==> src/rtl/iddr_deser.sv <==
// iddr_deser: DDR input capture and deserializer.
// Samples D on both edges of C and presents the rise/fall pair on Q0/Q1.
// Successive pairs are packed into WIDTH-bit words, and each finished word
// is flagged by a one-cycle WORD_VALID strobe. A BITSLIP request moves the
// word boundary one pair later.
// Ports:
//   C          clock; D is sampled on both edges
//   R_N        asynchronous active-low reset
//   CE         clock enable, sampled on the rise of C
//   D          DDR serial data
//   BITSLIP    slip request, sampled on the rise of C
//   Q0/Q1      rise/fall bit pair (timing set by DDR_ALIGNMENT)
//   WORD       last completed word
//   WORD_VALID one-cycle strobe marking a WORD update
//   SLIP_BUSY  high from an accepted slip through the guard window
module iddr_deser #(
   parameter int unsigned DDR_ALIGNMENT = 1,
   parameter int unsigned WIDTH         = 8,
   parameter int unsigned MSB_FIRST     = 1,
   parameter int unsigned SLIP_GUARD    = 2
) (
   input  logic             C,
   input  logic             R_N,
   input  logic             CE,
   input  logic             D,
   input  logic             BITSLIP,
   output logic             Q0,
   output logic             Q1,
   output logic [WIDTH-1:0] WORD,
   output logic             WORD_VALID,
   output logic             SLIP_BUSY
);

   localparam int unsigned NPAIR = WIDTH / 2;
   localparam int unsigned CW    = (NPAIR > 1) ? $clog2(NPAIR) : 1;
   localparam int unsigned GW    = (SLIP_GUARD > 1) ? $clog2(SLIP_GUARD) : 1;

   typedef enum logic [1:0] {
      IDLE  = 2'd0,
      SLIP  = 2'd1,
      GUARD = 2'd2
   } state_t;

   state_t           state_q, state_d;
   logic [GW-1:0]    guard_q, guard_d;
   logic [CW-1:0]    cnt_q, cnt_d;
   logic             d_pos_q, d_pos_d;
   logic             d_neg_q, d_neg_d;
   logic             ce_q, ce_d;
   logic             cap_vld_q, cap_vld_d;
   logic             pair_rise_q, pair_rise_d;
   logic             pair_fall_q, pair_fall_d;
   logic             pair_vld_q, pair_vld_d;
   logic [WIDTH-1:0] sr_q, sr_d;
   logic [WIDTH-1:0] word_q, word_d;
   logic             word_valid_q, word_valid_d;
   logic             slip_busy_q, slip_busy_d;
   logic             slip_take;
   logic [WIDTH-1:0] sr_shift;

   // Next-state for the rise domain: capture, alignment, packing and the slip FSM
   always_comb begin
      state_d      = state_q;
      guard_d      = guard_q;
      cnt_d        = cnt_q;
      d_pos_d      = d_pos_q;
      ce_d         = CE;
      cap_vld_d    = cap_vld_q;
      pair_rise_d  = pair_rise_q;
      pair_fall_d  = pair_fall_q;
      pair_vld_d   = pair_vld_q;
      sr_d         = sr_q;
      word_d       = word_q;
      word_valid_d = 1'b0;
      slip_busy_d  = slip_busy_q;
      slip_take    = 1'b0;

      // Rise bit enters ahead of the fall bit in both packing orders
      if (MSB_FIRST != 0)
         sr_shift = (sr_q << 2) | WIDTH'({pair_rise_q, pair_fall_q});
      else
         sr_shift = (sr_q >> 2) | (WIDTH'({pair_fall_q, pair_rise_q}) << (WIDTH - 2));

      if (CE) begin
         d_pos_d     = D;
         cap_vld_d   = 1'b1;
         pair_rise_d = d_pos_q;
         pair_fall_d = d_neg_q;
         pair_vld_d  = cap_vld_q;

         case (state_q)
            IDLE: begin
               if (BITSLIP) begin
                  state_d   = SLIP;
                  slip_take = 1'b1;
               end
            end
            SLIP: begin
               state_d = GUARD;
               guard_d = '0;
            end
            GUARD: begin
               if (guard_q == GW'(SLIP_GUARD - 1))
                  state_d = IDLE;
               else
                  guard_d = guard_q + GW'(1);
            end
            default: state_d = IDLE;
         endcase

         // An accepted slip drops the pair due this rise and holds the count
         if (pair_vld_q && !slip_take) begin
            sr_d = sr_shift;
            if (cnt_q == CW'(NPAIR - 1)) begin
               cnt_d        = '0;
               word_d       = sr_shift;
               word_valid_d = 1'b1;
            end else begin
               cnt_d = cnt_q + CW'(1);
            end
         end

         slip_busy_d = (state_d != IDLE);
      end
   end

   // Rise-domain registers
   always_ff @(posedge C or negedge R_N) begin
      if (!R_N) begin
         state_q      <= IDLE;
         guard_q      <= '0;
         cnt_q        <= '0;
         d_pos_q      <= 1'b0;
         ce_q         <= 1'b0;
         cap_vld_q    <= 1'b0;
         pair_rise_q  <= 1'b0;
         pair_fall_q  <= 1'b0;
         pair_vld_q   <= 1'b0;
         sr_q         <= '0;
         word_q       <= '0;
         word_valid_q <= 1'b0;
         slip_busy_q  <= 1'b0;
      end else begin
         state_q      <= state_d;
         guard_q      <= guard_d;
         cnt_q        <= cnt_d;
         d_pos_q      <= d_pos_d;
         ce_q         <= ce_d;
         cap_vld_q    <= cap_vld_d;
         pair_rise_q  <= pair_rise_d;
         pair_fall_q  <= pair_fall_d;
         pair_vld_q   <= pair_vld_d;
         sr_q         <= sr_d;
         word_q       <= word_d;
         word_valid_q <= word_valid_d;
         slip_busy_q  <= slip_busy_d;
      end
   end

   // The fall capture is skipped when CE was low at the preceding rise
   always_comb d_neg_d = ce_q ? D : d_neg_q;

   always_ff @(negedge C or negedge R_N) begin
      if (!R_N) d_neg_q <= 1'b0;
      else      d_neg_q <= d_neg_d;
   end

   assign Q0         = (DDR_ALIGNMENT != 0) ? pair_rise_q : d_pos_q;
   assign Q1         = (DDR_ALIGNMENT != 0) ? pair_fall_q : d_neg_q;
   assign WORD       = word_q;
   assign WORD_VALID = word_valid_q;
   assign SLIP_BUSY  = slip_busy_q;

endmodule

==> config.mk <==
export PLATFORM = sky130hd
export DESIGN_NAME = iddr_deser
export DESIGN_NICKNAME = d
export VERILOG_FILES = /design/src/rtl/iddr_deser.sv
export SDC_FILE = /design/constraint.sdc
export NUM_CORES = 1
export LEC_CHECK = 0
export CAP_MARGIN = 25
export CORE_ASPECT_RATIO = 1.5
export CORE_MARGIN = 4
export CORE_UTILIZATION = 35
export CTS_CLUSTER_SIZE = 24
export DETAILED_ROUTE_END_ITERATION = 6
export GPL_ROUTABILITY_DRIVEN = 1
export PLACE_DENSITY = 0.65
export SYNTH_ARGS = -nofsm -noshare
export SYNTH_HDL_FRONTEND = slang
export SYNTH_SLANG_ARGS = --single-unit
==> constraint.sdc <==
create_clock -name C -period 3.28 [get_ports C]
set_input_delay 0.656 -clock C [delete_from_list [all_inputs] [get_ports C]]
set_output_delay 0.656 -clock C [all_outputs]
set_load 0.1 [all_outputs]
* After elaboration in Yosys (flattened, before gate mapping) *
Index checks and enable logic that the tools add are counted.

storage, ports and cells
  bits of input ports = 5
  bits in registers = 28
  output and inout port bits = 12
  word-level logic and storage cells = 41

cells by class
  reductions and logical operators = 8
  multiplexer cells = 13
  add/subtract/negate cells = 2
  equal/unequal tests = 3
  bitwise logic cells = 1

operators with widths
  operator               number
  $mux W2                4
  $or A8 B2 Y8           1
  $mux W1                7
  $pmux W2 S3            1
  $eq A2 B2 Y1 const B   2
  $reduce_and A2 Y1      2
  $reduce_bool A2 Y1     2
  $reduce_and A3 Y1      1
  $add A2 B1 Y2 const B  1
  $eq A2 B1 Y1 const B   1
  $logic_not A2 Y1       1
  $pmux W1 S2            1
  $add A1 B1 Y1 const B  1
  $logic_and A1 B1 Y1    1
  $logic_not A1 Y1       1

* Logic depth before layout (Yosys ltp) *
Gate-level depths: netlist of the first run.

  depth after elaboration = 7
  mapped depth = 6

==> results of run 1 <==
[routing by layer]
layer  up-vias  track usage (%)  wire, µm  part of all wire, %
li1        310                -         -                    -
met1       333            14.13       806                   43
met3         4            2.439        68                  3.6
met5         -                0         0                    0
met4         0            5.109        34                  1.8
met2        12            17.30       977                   52
[path summary, 6_finish.rpt]
path	startpoint	to	slack, ns	cells past startpoint
max	D	d_neg_q	0.43	2
min	d_neg_q	d_neg_q	0.48	1
max reg2reg	ce_q	d_neg_q	0.82	1
min reg2reg	d_neg_q	d_neg_q	0.48	1
max in group asynchronous	R_N	d_neg_q	1.08	1
min in group asynchronous	R_N	sr_q[1]	0.81	2
[placed cells by master, fill, tap and decap left out]
cell type        count
dfrtp_1             27
buf_4               14
mux2_2              13
mux2_4               8
inv_1                5
ha_1                 5
nand2_1              4
clkdlybuf4s50_1      4
o22ai_1              3
o21ai_0              3
clkbuf_8             3
a21oi_4              1
nand2_4              1
a21oi_1              1
o31a_1               1
a31oi_1              1
or2b_1               1
nor2_1               1
or2_2                1
bufinv_16            1
dfrtn_1              1
[kinds of logic after synthesis]
kind of cell,count (synthesis)
and+or+nand+nor,8
AOI/OAI and AO/OA,10
muxes,21
buffers and inverters,6
adders and majority gates,5
DFF,28
[state kept, by name, indices dropped and copies added (netlist names), 2 cells and up]
register and flops:
state_q 2, WORD 8, cnt_q 2, sr_q 6
[final cells by class]
cell class                 instances  area (µm²)  share of cell area (%)
clock buffer                       3       41.29                   2.890
inverter                           5       18.77                   1.313
timing repair buffer              18       145.1                   10.16
clock inverter                     1       30.03                   2.102
sequential                        28       700.7                   49.04
tap                               40       50.05                   3.503
multi-input combinational         44       442.9                   31.00
[stage by stage]
step                      hold slack [ns]  setup WS (ns)  instances  instance area, µm²
after detailed placement           0.4588         0.1163        135                1358
after global routing               0.5102         0.4282        139                1429
after floorplan                    0.3604         0.5835         78                1166
final                              0.4778         0.4274        139                1429
after CTS                          0.4881         0.4191        139                1429
after global placement             0.4589         0.1577        135                1358
==> impl_metrics.ini, run 1 <==
[run_status]
outcome = finished clean

[yosys]
synth_cell_types = 18
synth_area_leaders = dfrtp_1 (58%), mux2_2 (13%), mux2_4 (10%), ha_1 (5.4%), dfrtn_1 (2.1%)
synth_seq_area_share_pct = 60.09
synth_edf_count = 0
syn_avg_cell_area_um2 = 14.95
yosys-mux-area-fraction_pct = 22.85
yosysMostFrequentCell = dfrtp_1
synth_flop_cell = dfrtp_1
synth_top_family_by_area = multiplexers
ys_top_cells_by_count = dfrtp_1 (27), mux2_2 (13), mux2_4 (8)
synth-xor-area-share_pct = 0
ys_ff_latch = 28
synth_compound_area_share_pct = 6.009
synthCells = 78
synth.top_cell.area_share_pct = 57.94
netlist_area_um2 = 1166
yosys.area.top_type = dfrtp_1
synthSimpleGateAreaFrac_pct = 3.755
synthAdderAreaFrac_pct = 5.365
yosysWarnings = 0
async_flop_share_pct = 100.0
syn-num-nets = 88

[placed_design]
port_buffers = 16
hpwl_um = 1410
gp_congestion = 0.6864

[clocking]
clk_latency_ns = 0.28
hold_buffers = 0
cts_resized = 0
postCtsSetupBuffers = 0
cts.sinks = 28
cts-root-buf = clkbuf_8
cts_tree = yes
clkSlewWorstSetupHoldPaths_ns = 0.06
clock_path_buffers = 2
htreeDepth = 1
numCtsBuffers = 3

[setup_path]
crit_arrival_ns = 1.34
startpoint_type = primary input
crit_path_cell_trace = clkdlybuf4s50_1 -> mux2_2
crit_type = primary input to register
crit_family = buffers and inverters
critPathMaxFanout = 2
cp_slowest_stage_delay_ns = 0.41
required_ns = 1.77
crit_path_end_kind = register
path_buf_inv = 1
cpMaxStageDelayCell = clkdlybuf4s50_1

[die]
initial_core_util_pct = 36.55
die_y_um = 78.70
design.core.area_um2 = 3191
die_area_um2 = 4338
rows = 25
ios = 17
die_w_um = 55.13

[hold_path]
hp-class = register to register

[route]
wl_per_cell_um = 13.57
wirelength_um = 1886
viasPerCell = 4.741
drt_iter0_markers = 4
vias = 659
post-route-drc-count = 0
dr.pass1.iters = 4
final_antenna_net_count = 0

[sta]
finalSetupTns_ns = 0
slew_viol_final = 0
tightest_slew_ns = 0.3480
finClkSkew_ns = 0.008377
hold_violations = 0
setup_violations = 0
rsz0062_at_grt = false
max-slew-margin-rel_pct = 76.75

[layout]
n_fill_cell = 310
area_delta_synth_final_pct = 22.53
finalNetCount = 110
antenna_cells = 0
finish.utilization_pct = 44.78
final_layout_size_suffix_gt1_share_pct = 42.42

[flow_run]
max_cap_viol_count = 0

[global_routing]
grt_first_pass_wirelength_um = 3546
overflow = 0
grt_max_degree = 28
grtUsageTotal_pct = 11.06
grt_pass1_vias = 763
antenna_found_initial = 0
Power of run 1 is left out: the tool's default activity adds up to more than one toggle a clock period on the data nets, which glitch-free logic cannot reach.
==> inputs of run 2 (changes only) <==
--- a/config.mk
+++ b/config.mk
@@ -5,7 +5,7 @@
 export SDC_FILE = /design/constraint.sdc
 export NUM_CORES = 1
 export LEC_CHECK = 0
-export CAP_MARGIN = 25
+export CAP_MARGIN = 20
 export CORE_ASPECT_RATIO = 1.5
 export CORE_MARGIN = 4
 export CORE_UTILIZATION = 35
==> results of run 2 <==
Final layout, timing and power as in run 1 (identical DEF).
Power of run 2 is left out for the same reason.
